## src/rtl/pipelined_cla_adder.sv

```systemverilog
// Pipelined carry-lookahead adder/subtractor.
// WIDTH-bit operands are split into STAGES slices of SW bits; each slice is
// summed by BLOCK-bit lookahead groups and closed by one register stage.
// The valid/ready handshake is full-throughput and stallable, with no skid buffer.

// Combinational slice: lookahead inside each BLOCK-bit group, group carry ripples.
module cla_slice #(
    parameter int W     = 16,
    parameter int BLOCK = 4
) (
    input  logic [W-1:0] a,
    input  logic [W-1:0] b,
    input  logic         ci,
    output logic [W-1:0] s,
    output logic         co
);
    localparam int NG = W / BLOCK;

    logic [W-1:0] g, p, c;

    assign g = a & b;
    assign p = a ^ b;
    assign s = p ^ c;

    // Bit carries come from the group prefix G/P and the group carry-in;
    // the group G/P then produces the next group's carry-in.
    always_comb begin
        logic cr, gg, gp;
        c  = '0;
        cr = ci;
        for (int n = 0; n < NG; n++) begin
            gg = 1'b0;
            gp = 1'b1;
            for (int i = 0; i < BLOCK; i++) begin
                c[n*BLOCK+i] = gg | (gp & cr);
                gg = g[n*BLOCK+i] | (p[n*BLOCK+i] & gg);
                gp = gp & p[n*BLOCK+i];
            end
            cr = gg | (gp & cr);
        end
        co = cr;
    end
endmodule

module pipelined_cla_adder #(
    parameter int WIDTH  = 32,
    parameter int BLOCK  = 4,
    parameter int STAGES = 2
) (
    input  logic             clk,
    input  logic             rst_n,
    input  logic             in_valid,
    output logic             in_ready,
    input  logic [WIDTH-1:0] a,
    input  logic [WIDTH-1:0] b,
    input  logic             cin,
    input  logic             sub,
    output logic             out_valid,
    input  logic             out_ready,
    output logic [WIDTH-1:0] sum,
    output logic             cout,
    output logic             ovf
);
    localparam int SW = WIDTH / STAGES;

    logic [WIDTH-1:0]  beff;
    logic              c0;
    logic [STAGES:1]   vld_q;
    logic [STAGES:0]   vld_pipe;   // [0] is the input beat, [k+1] is stage k
    logic [STAGES-1:0] rdy;        // stage k may load this cycle

    // Subtraction is A + ~B + 1; cin only matters in add mode.
    assign beff = sub ? ~b : b;
    assign c0   = sub | cin;

    assign vld_pipe  = {vld_q, in_valid};
    assign in_ready  = rdy[0];
    assign out_valid = vld_pipe[STAGES];

    // Stage k loads when it is empty or everything downstream can move;
    // unrolled so the ready chain has no self-referencing vector.
    always_comb begin
        logic r;
        rdy = '0;
        for (int k = 0; k < STAGES; k++) begin
            r = out_ready;
            for (int j = k + 1; j <= STAGES; j++)
                r = r | ~vld_pipe[j];
            rdy[k] = r;
        end
    end

    // Valid shift register, each bit advancing only when its stage loads.
    always_ff @(posedge clk or negedge rst_n) begin
        if (!rst_n)
            vld_q <= '0;
        else
            for (int k = 1; k <= STAGES; k++)
                if (rdy[k-1])
                    vld_q[k] <= vld_pipe[k-1];
    end

    for (genvar k = 0; k < STAGES; k++) begin : g_stg
        localparam int RW = WIDTH - k*SW;   // operand bits not yet added
        localparam int LO = k*SW;           // sum bits already produced

        logic [RW-1:0]    ai, bi;
        logic             ci, sai, sbi;
        logic [SW-1:0]    ps;
        logic             pc;
        logic [LO+SW-1:0] sn;

        if (k == 0) begin : g_in
            assign ai  = a;
            assign bi  = beff;
            assign ci  = c0;
            assign sai = a[WIDTH-1];
            assign sbi = beff[WIDTH-1];
            assign sn  = ps;
        end else begin : g_in
            assign ai  = g_stg[k-1].g_mid.a_r;
            assign bi  = g_stg[k-1].g_mid.b_r;
            assign ci  = g_stg[k-1].g_mid.c_r;
            assign sai = g_stg[k-1].g_mid.sa_r;
            assign sbi = g_stg[k-1].g_mid.sb_r;
            assign sn  = {ps, g_stg[k-1].g_mid.s_r};
        end

        cla_slice #(.W(SW), .BLOCK(BLOCK)) u_cla (
            .a  (ai[SW-1:0]),
            .b  (bi[SW-1:0]),
            .ci (ci),
            .s  (ps),
            .co (pc)
        );

        if (k < STAGES - 1) begin : g_mid
            logic [RW-SW-1:0] a_r, b_r;
            logic [LO+SW-1:0] s_r;
            logic             c_r, sa_r, sb_r;

            // Carry partial sum, slice carry, remaining operands and sign bits forward.
            always_ff @(posedge clk or negedge rst_n) begin
                if (!rst_n) begin
                    a_r  <= '0;
                    b_r  <= '0;
                    s_r  <= '0;
                    c_r  <= 1'b0;
                    sa_r <= 1'b0;
                    sb_r <= 1'b0;
                end else if (rdy[k]) begin
                    a_r  <= ai[RW-1:SW];
                    b_r  <= bi[RW-1:SW];
                    s_r  <= sn;
                    c_r  <= pc;
                    sa_r <= sai;
                    sb_r <= sbi;
                end
            end
        end else begin : g_last
            // Output register: held while the consumer stalls a valid result.
            always_ff @(posedge clk or negedge rst_n) begin
                if (!rst_n) begin
                    sum  <= '0;
                    cout <= 1'b0;
                    ovf  <= 1'b0;
                end else if (rdy[k]) begin
                    sum  <= sn;
                    cout <= pc;
                    ovf  <= (sai == sbi) & (sn[WIDTH-1] != sai);
                end
            end
        end
    end
endmodule
```

## config.mk

```make
export PLATFORM = sky130hd
export DESIGN_NAME = pipelined_cla_adder
export DESIGN_NICKNAME = d
export VERILOG_FILES = /design/src/rtl/pipelined_cla_adder.sv
export SDC_FILE = /design/constraint.sdc
export NUM_CORES = 1
export LEC_CHECK = 0
export BUFFER_PORTS_ARGS = -buffer_cell sky130_fd_sc_hd__buf_2
export CELL_PAD_IN_SITES_DETAIL_PLACEMENT = 1
export CELL_PAD_IN_SITES_GLOBAL_PLACEMENT = 1
export CORE_ASPECT_RATIO = 1.75
export CORE_MARGIN = 4
export CORE_UTILIZATION = 30
export CTS_CLUSTER_SIZE = 28
export DETAILED_ROUTE_END_ITERATION = 8
export GPL_ROUTABILITY_DRIVEN = 0
export PLACE_DENSITY_LB_ADDON = 0.25
export SYNTH_ARGS = -nofsm -noshare
export SYNTH_HDL_FRONTEND = slang
export SYNTH_HIERARCHICAL = 1
export SYNTH_SLANG_ARGS = --single-unit
```

## constraint.sdc

```tcl
create_clock -name clk -period 5.95 [get_ports clk]
set_clock_uncertainty 0.1 [all_clocks]
set_input_delay 1.785 -clock clk [delete_from_list [all_inputs] [get_ports clk]]
set_output_delay 1.785 -clock clk [all_outputs]
set_load 0.01 [all_outputs]
```

## After elaboration in Yosys (flattened, before gate mapping)

Index checks and enable logic that the tools add are counted.

- Register bits after elaboration: 87
- Input port bits: 70
- Word-level logic and storage cells: 164

- Equality and inequality tests: 2
- Muxes and demuxes: 1
- Bitwise operators: 150

Operators with widths:

| cell | number |
|---|---|
| $and 1x1->1 | 81 |
| $xor 16x16->16 | 4 |
| $or 1x1->1 | 60 |
| $and 16x16->16 | 2 |
| $mux 32 | 1 |
| $not 32->32 | 1 |
| $not 1->1 | 2 |
| $eq 1x1->1 | 1 |
| $ne 1x1->1 | 1 |

## Depth between registers and ports, before layout

- Depth in word-level cells: 17
- Gate-level depth with buffers: 13
- Mapped depth without buffers: 11

## Modules after synthesis

The synthesis kept the hierarchy.

Modules (own cells, without submodules):

| module | instances | cells an instance | area each (µm²) | seq. area each (µm²) |
|---|---|---|---|---|
| pipelined_cla_adder | 1 | 221 | 3676.0 | 2127.0 |
| cla_slice (g_stg[1].u_cla) | 1 | 99 | 782.0 | 0.0 |
| cla_slice (g_stg[0].u_cla) | 1 | 82 | 698.2 | 0.0 |

## Worst setup path before layout

OpenSTA, ideal clock, no wires.

- Path type: in2reg
- From: input sub
- To: register g_stg[0].g_mid.s_r[13]
- Setup time: 125 ps
- Arrival time: 4165 ps
- Data required time: 5725 ps
- Slack: 1560 ps
- Stages on the path: 13
- Path buffers: 3
- Cells stage by stage: buf_4 -> buf_6 -> buf_4 -> xor2_1 -> ha_1 -> a21o_1 -> a31oi_4 -> nand2_2 -> inv_1 -> o21ai_0 -> fa_1 -> xor2_1 -> mux2_2

RTL lines:

| element | RTL line | text |
|---|---|---|
| start: declaration | 57 | `input logic sub,` |
| $mux 32 (*) | 73 | `assign beff = sub ? ~b : b;` |
| net beff[7] | 66 | `logic [WIDTH-1:0] beff;` |
| $xor 16x16->16 | 22 | `assign p = a ^ b;` |
| $and 1x1->1 (on tied branches) | 36, 37 |  |
| $or 1x1->1 / $and 1x1->1 (equally long branches) | 36, 39 |  |
| $or 1x1->1 (*) | 39 | `cr = gg \| (gp & cr);` |
| $and 1x1->1 (*) | 39 |  |
| $or 1x1->1 (*) | 39 |  |
| $and 1x1->1 (*) | 35 | `c[n*BLOCK+i] = gg \| (gp & cr);` |
| $or 1x1->1 (*) | 35 |  |
| $xor 16x16->16 (*) | 23 | `assign s = p ^ c;` |
| net g_stg[0].ps[13] | 109 | `logic [SW-1:0] ps;` |
| end signal: assignment | 154 | `s_r <= sn;` |
| end: declaration | 139 | `logic [LO+SW-1:0] s_r;` |

Mark *: on every way through the listed nets, which the timed path passes. The rest lies on a longest branch.
A chain may end at the register's enable or synchronous reset.

## Final worst setup path

- From: input sub
- To: register g_stg[0].g_mid.s_r[13]

- Word-level cells in the longest chain between the ends: 16

RTL lines:

| element | RTL line | text |
|---|---|---|
| $mux 32 (*) | 73 |  |
| net beff[0] | 66 |  |
| $and 16x16->16 | 21 | `assign g = a & b;` |
| $and 1x1->1 | 36 | `gg = g[n*BLOCK+i] \| (p[n*BLOCK+i] & gg);` |
| $or 1x1->1 | 36 |  |
| $and 1x1->1 | 36 |  |
| $or 1x1->1 | 36 |  |
| $and 1x1->1 | 36 |  |
| [2 not listed] | -- |  |
| $and 1x1->1 (*) | 39 |  |
| $or 1x1->1 (*) | 39 |  |
| $and 1x1->1 (*) | 39 |  |
| $or 1x1->1 (*) | 39 |  |
| $and 1x1->1 (*) | 35 |  |
| $or 1x1->1 (*) | 35 |  |
| $xor 16x16->16 (*) | 23 |  |
| net g_stg[0].ps[13] | 109 |  |

Marks and branches as above.

==> results.md <==
* Outcome: finished, final reports clean
* CTS resizes at 0
* Leakage at 2.95 nW
* Layout cells sized above 1 at 42.8%
* Overflow after GRT at 0
* CTS root buf: clkbuf_16
* Met2 Usage GRT at 26.5%
* Sequential share of the synthesized area at 41.3%
* Max_slew headroom at 51.3%
* HP Class: flop to flop
* Met3 Track Usage GR at 2.49%
* Clock tree buffer depth at 2
* Post-synth EDFFs at 0
* Wire length per cell at 17.0 um
* DRT iter0 DRCs at 44
* First-pass GRT wire length at 20600 um
* Top cells by area, synth: dfrtp_1 41%, mux2_2 11%, mux2_4 8.2%
* Sw Share at 33.3%
* Most frequent CP cell: xor2_1
* Chip width at 107 um
* Post-DP HPWL at 9670 um
* Internal power at 0.00149 W
* Met1 Usage GRT at 14.2%
* Post-CTS Hold Fix Bufs at 0
* CP max-delay cell: buf_2
* Max-Cap Viols at 0
* Power, Total at 0.00224 W
* Area growth from synthesis to layout at 18.8%
* Clock transition at path regs at 0.07 ns
* WL final at 12600 um
* Setup violators final at 0
* Hold Path End: g_stg[0].g_mid.a_r[7]$_DFFE_PN0P_
* Post-DRT Antenna Nets at 0
* Max Clock Freq at 225 MHz
* RSZ-0062 raised after global routing: false
* Clock sinks at 85
* DRC violations left at 0
* Worst-Margin Slew at 0.731 ns
* Synth Instances at 402
* TritonRoute pass-1 iters at 4
* Net Switching at 0.000746 W
* Synthesized area at 0.00516 mm^2
* Crit start category: input port
* Hold Worst Slack at 0.398 ns
* Yosys cell types at 56
* Worst Hold Launch: g_stg[0].g_mid.a_r[7]$_DFFE_PN0P_
* Post-synth top cells: 85 x dfrtp_1, 50 x mux2_2, 40 x xor2_1
* Final min period at 4.45 ns
* Vias in the first global route at 3996
* Core Rows at 63
* Final TNS setup at 0 ns
* # IOs at 106
* CTS buffer count at 9
* Worst setup margin at 1.50 ns
* R2R Setup Slk at 2.92 ns
* P per Cell Area at 366 mW/mm^2
* Initial antenna violation count at 0
* CP Data Required Time at 6.07 ns
* DIE HEIGHT at 181 um
* CP Cell Sequence: buf_2 -> xor2_1 -> ha_1 -> a21oi_1 -> nand4b_1 -> a21o_2 -> nand2_2 -> inv_1 -> o21ai_0 -> fa_1 -> xor2_1 -> mux2_2
* Combinational share of power at 37.0%
* Layout Utilization at 36.1%
* CORE AREA at 0.0169 mm^2
* CTS tree: built
* CP max FO at 22
* Ys async rst share at 100%
* Largest area contributor in the netlist: dfrtp_1
* Initial Util at 30.4%
* Via density at 4.61
* Critical path capture point type: flop
* Fin. Hold Viols at 0
* Register-to-Register Path Depth at 9
* Yosys top cell area share at 41.3%
* Avg Synthesized Cell Area at 12.8 um^2
* Postcts setup bufs at 0
* Most common cell in the netlist: dfrtp_1
* CTS HTree Levels at 3
* Max IR drop VDD at 143 uV
* RR Startpoint: g_stg[0].g_mid.a_r[2]$_DFFE_PN0P_
* Hold depth at 1
* Fin nets at 619
* Pin count of the biggest net entering global routing at 51
* Clk_lat worst skew at 0.34 ns
* Crit-path max cell delay at 0.54 ns
* Worst setup path category: input port to flop
* Gr usage total at 13.5%
* Mapped Nets at 512
* Pre-CTS setup slack at 1.11 ns
* Yosys reg bits at 85
* Gr busiest metal: met2
* Synth Warn # at 6
* Synth Flop Type: dfrtp_1
* CP delay by family, top: adder cells
* Final Max Slew Viols at 0
* Sequential Power Share at 38.4%
* RR Endpoint: sum[29]$_DFFE_PN0P_
* Diode count at 0
* Worst EP arrival at 4.57 ns
* Final clock period utilization by the worst path at 74.8%
* PortBufs at 105
* Die area at 0.0194 mm^2
* Clk pwr share at 24.6%
* Via Count at 3417
* Buffers and inverters on the worst path at 2
## worst max path at each step
stage / to / cells after the start / from / slack [ns]
floorplan: g_stg[0].g_mid.s_r[13]$_DFFE_PN0P_ / 13 / sub / 1.56
global placement: g_stg[0].g_mid.s_r[13]$_DFFE_PN0P_ / 12 / sub / 1.24
detailed placement: g_stg[0].g_mid.s_r[13]$_DFFE_PN0P_ / 12 / sub / 1.11
CTS: g_stg[0].g_mid.c_r$_DFFE_PN0P_ / 11 / sub / 1.44
global route: g_stg[0].g_mid.s_r[13]$_DFFE_PN0P_ / 12 / sub / 1.26
finish: g_stg[0].g_mid.s_r[13]$_DFFE_PN0P_ / 12 / sub / 1.50
## power groups by stage
stage	Clock (W)	Combinational (W)	Sequential, W
after floorplan	0	0.000536	0.000900
after global placement	0	0.000824	0.000867
after detailed placement	0	0.000847	0.000874
after CTS	0.000575	0.000851	0.000866
after global routing	0.000598	0.000921	0.000885
final	0.000550	0.000829	0.000860
## worst reg2reg max path: cells and delay by family (launching register included)
kind / cells / cell delay [ns]
xor gates and xnor gates: 1 / 0.19
DFF: 1 / 0.40
AOI/OAI and AO/OA: 4 / 1.07
adders and majority gates: 2 / 0.73
muxes: 1 / 0.27
and+or+nand+nor: 1 / 0.19
## cells in the final DEF (no fill, tap or decap), types with 11 or more instances in the layout
cell type and n:
a21oi_1 13, buf_2 104, dfrtp_1 85, ha_1 32, inv_1 19, mux2_2 50, mux2_4 28, nand2_1 11
xnor2_1 12, xor2_1 40
## routing by layer
layer,wire length [um],vias up
li1,-,1633
met1,4710,1714
met2,7280,66
met3,500,4
met4,119,0
met5,0,-
## area by class of cell
| cell class | count | area (um^2) |
|---|---|---|
| Clock buffer | 9 | 225 |
| Timing Repair Buffer | 109 | 558 |
| Tap cell | 227 | 284 |
| Multi-Input combinational cell | 285 | 2800 |
| Fill cell | 1874 | 10800 |
| Inverter | 19 | 71.3 |
| Clock inverter | 7 | 62.6 |
| Sequential cell | 85 | 2130 |
## per-stage QoR
| step | std cells | instance area [um^2] |
|---|---|---|
| final | 741 | 6120 |
| after global routing | 741 | 6120 |
| after CTS | 741 | 6120 |
| after detailed placement | 725 | 5840 |
| after global placement | 725 | 5840 |
| after floorplan | 402 | 5160 |
## sequential cells by signal, summed over array words and instances, names as in the netlist
name	cells
g_stg.g_mid.c_r	1
g_stg.g_mid.a_r	16
vld_q	2
g_stg.g_mid.b_r	16
ovf	1
cout	1
sum	32
g_stg.g_mid.s_r	16
## cell families after synthesis
logic type	Yosys count	share of synthesized area, %
flip-flops	85	41.3
multiplexers	82	19.9
AND/OR/NAND/NOR	56	6.16
AO/OA/AOI/OAI	55	8.35
XOR/XNOR	52	8.83
adder cells (fa/ha/maj)	40	10.9
buffers and inverters	32	4.59
Note: power is estimated with default switching activity, not from simulation.
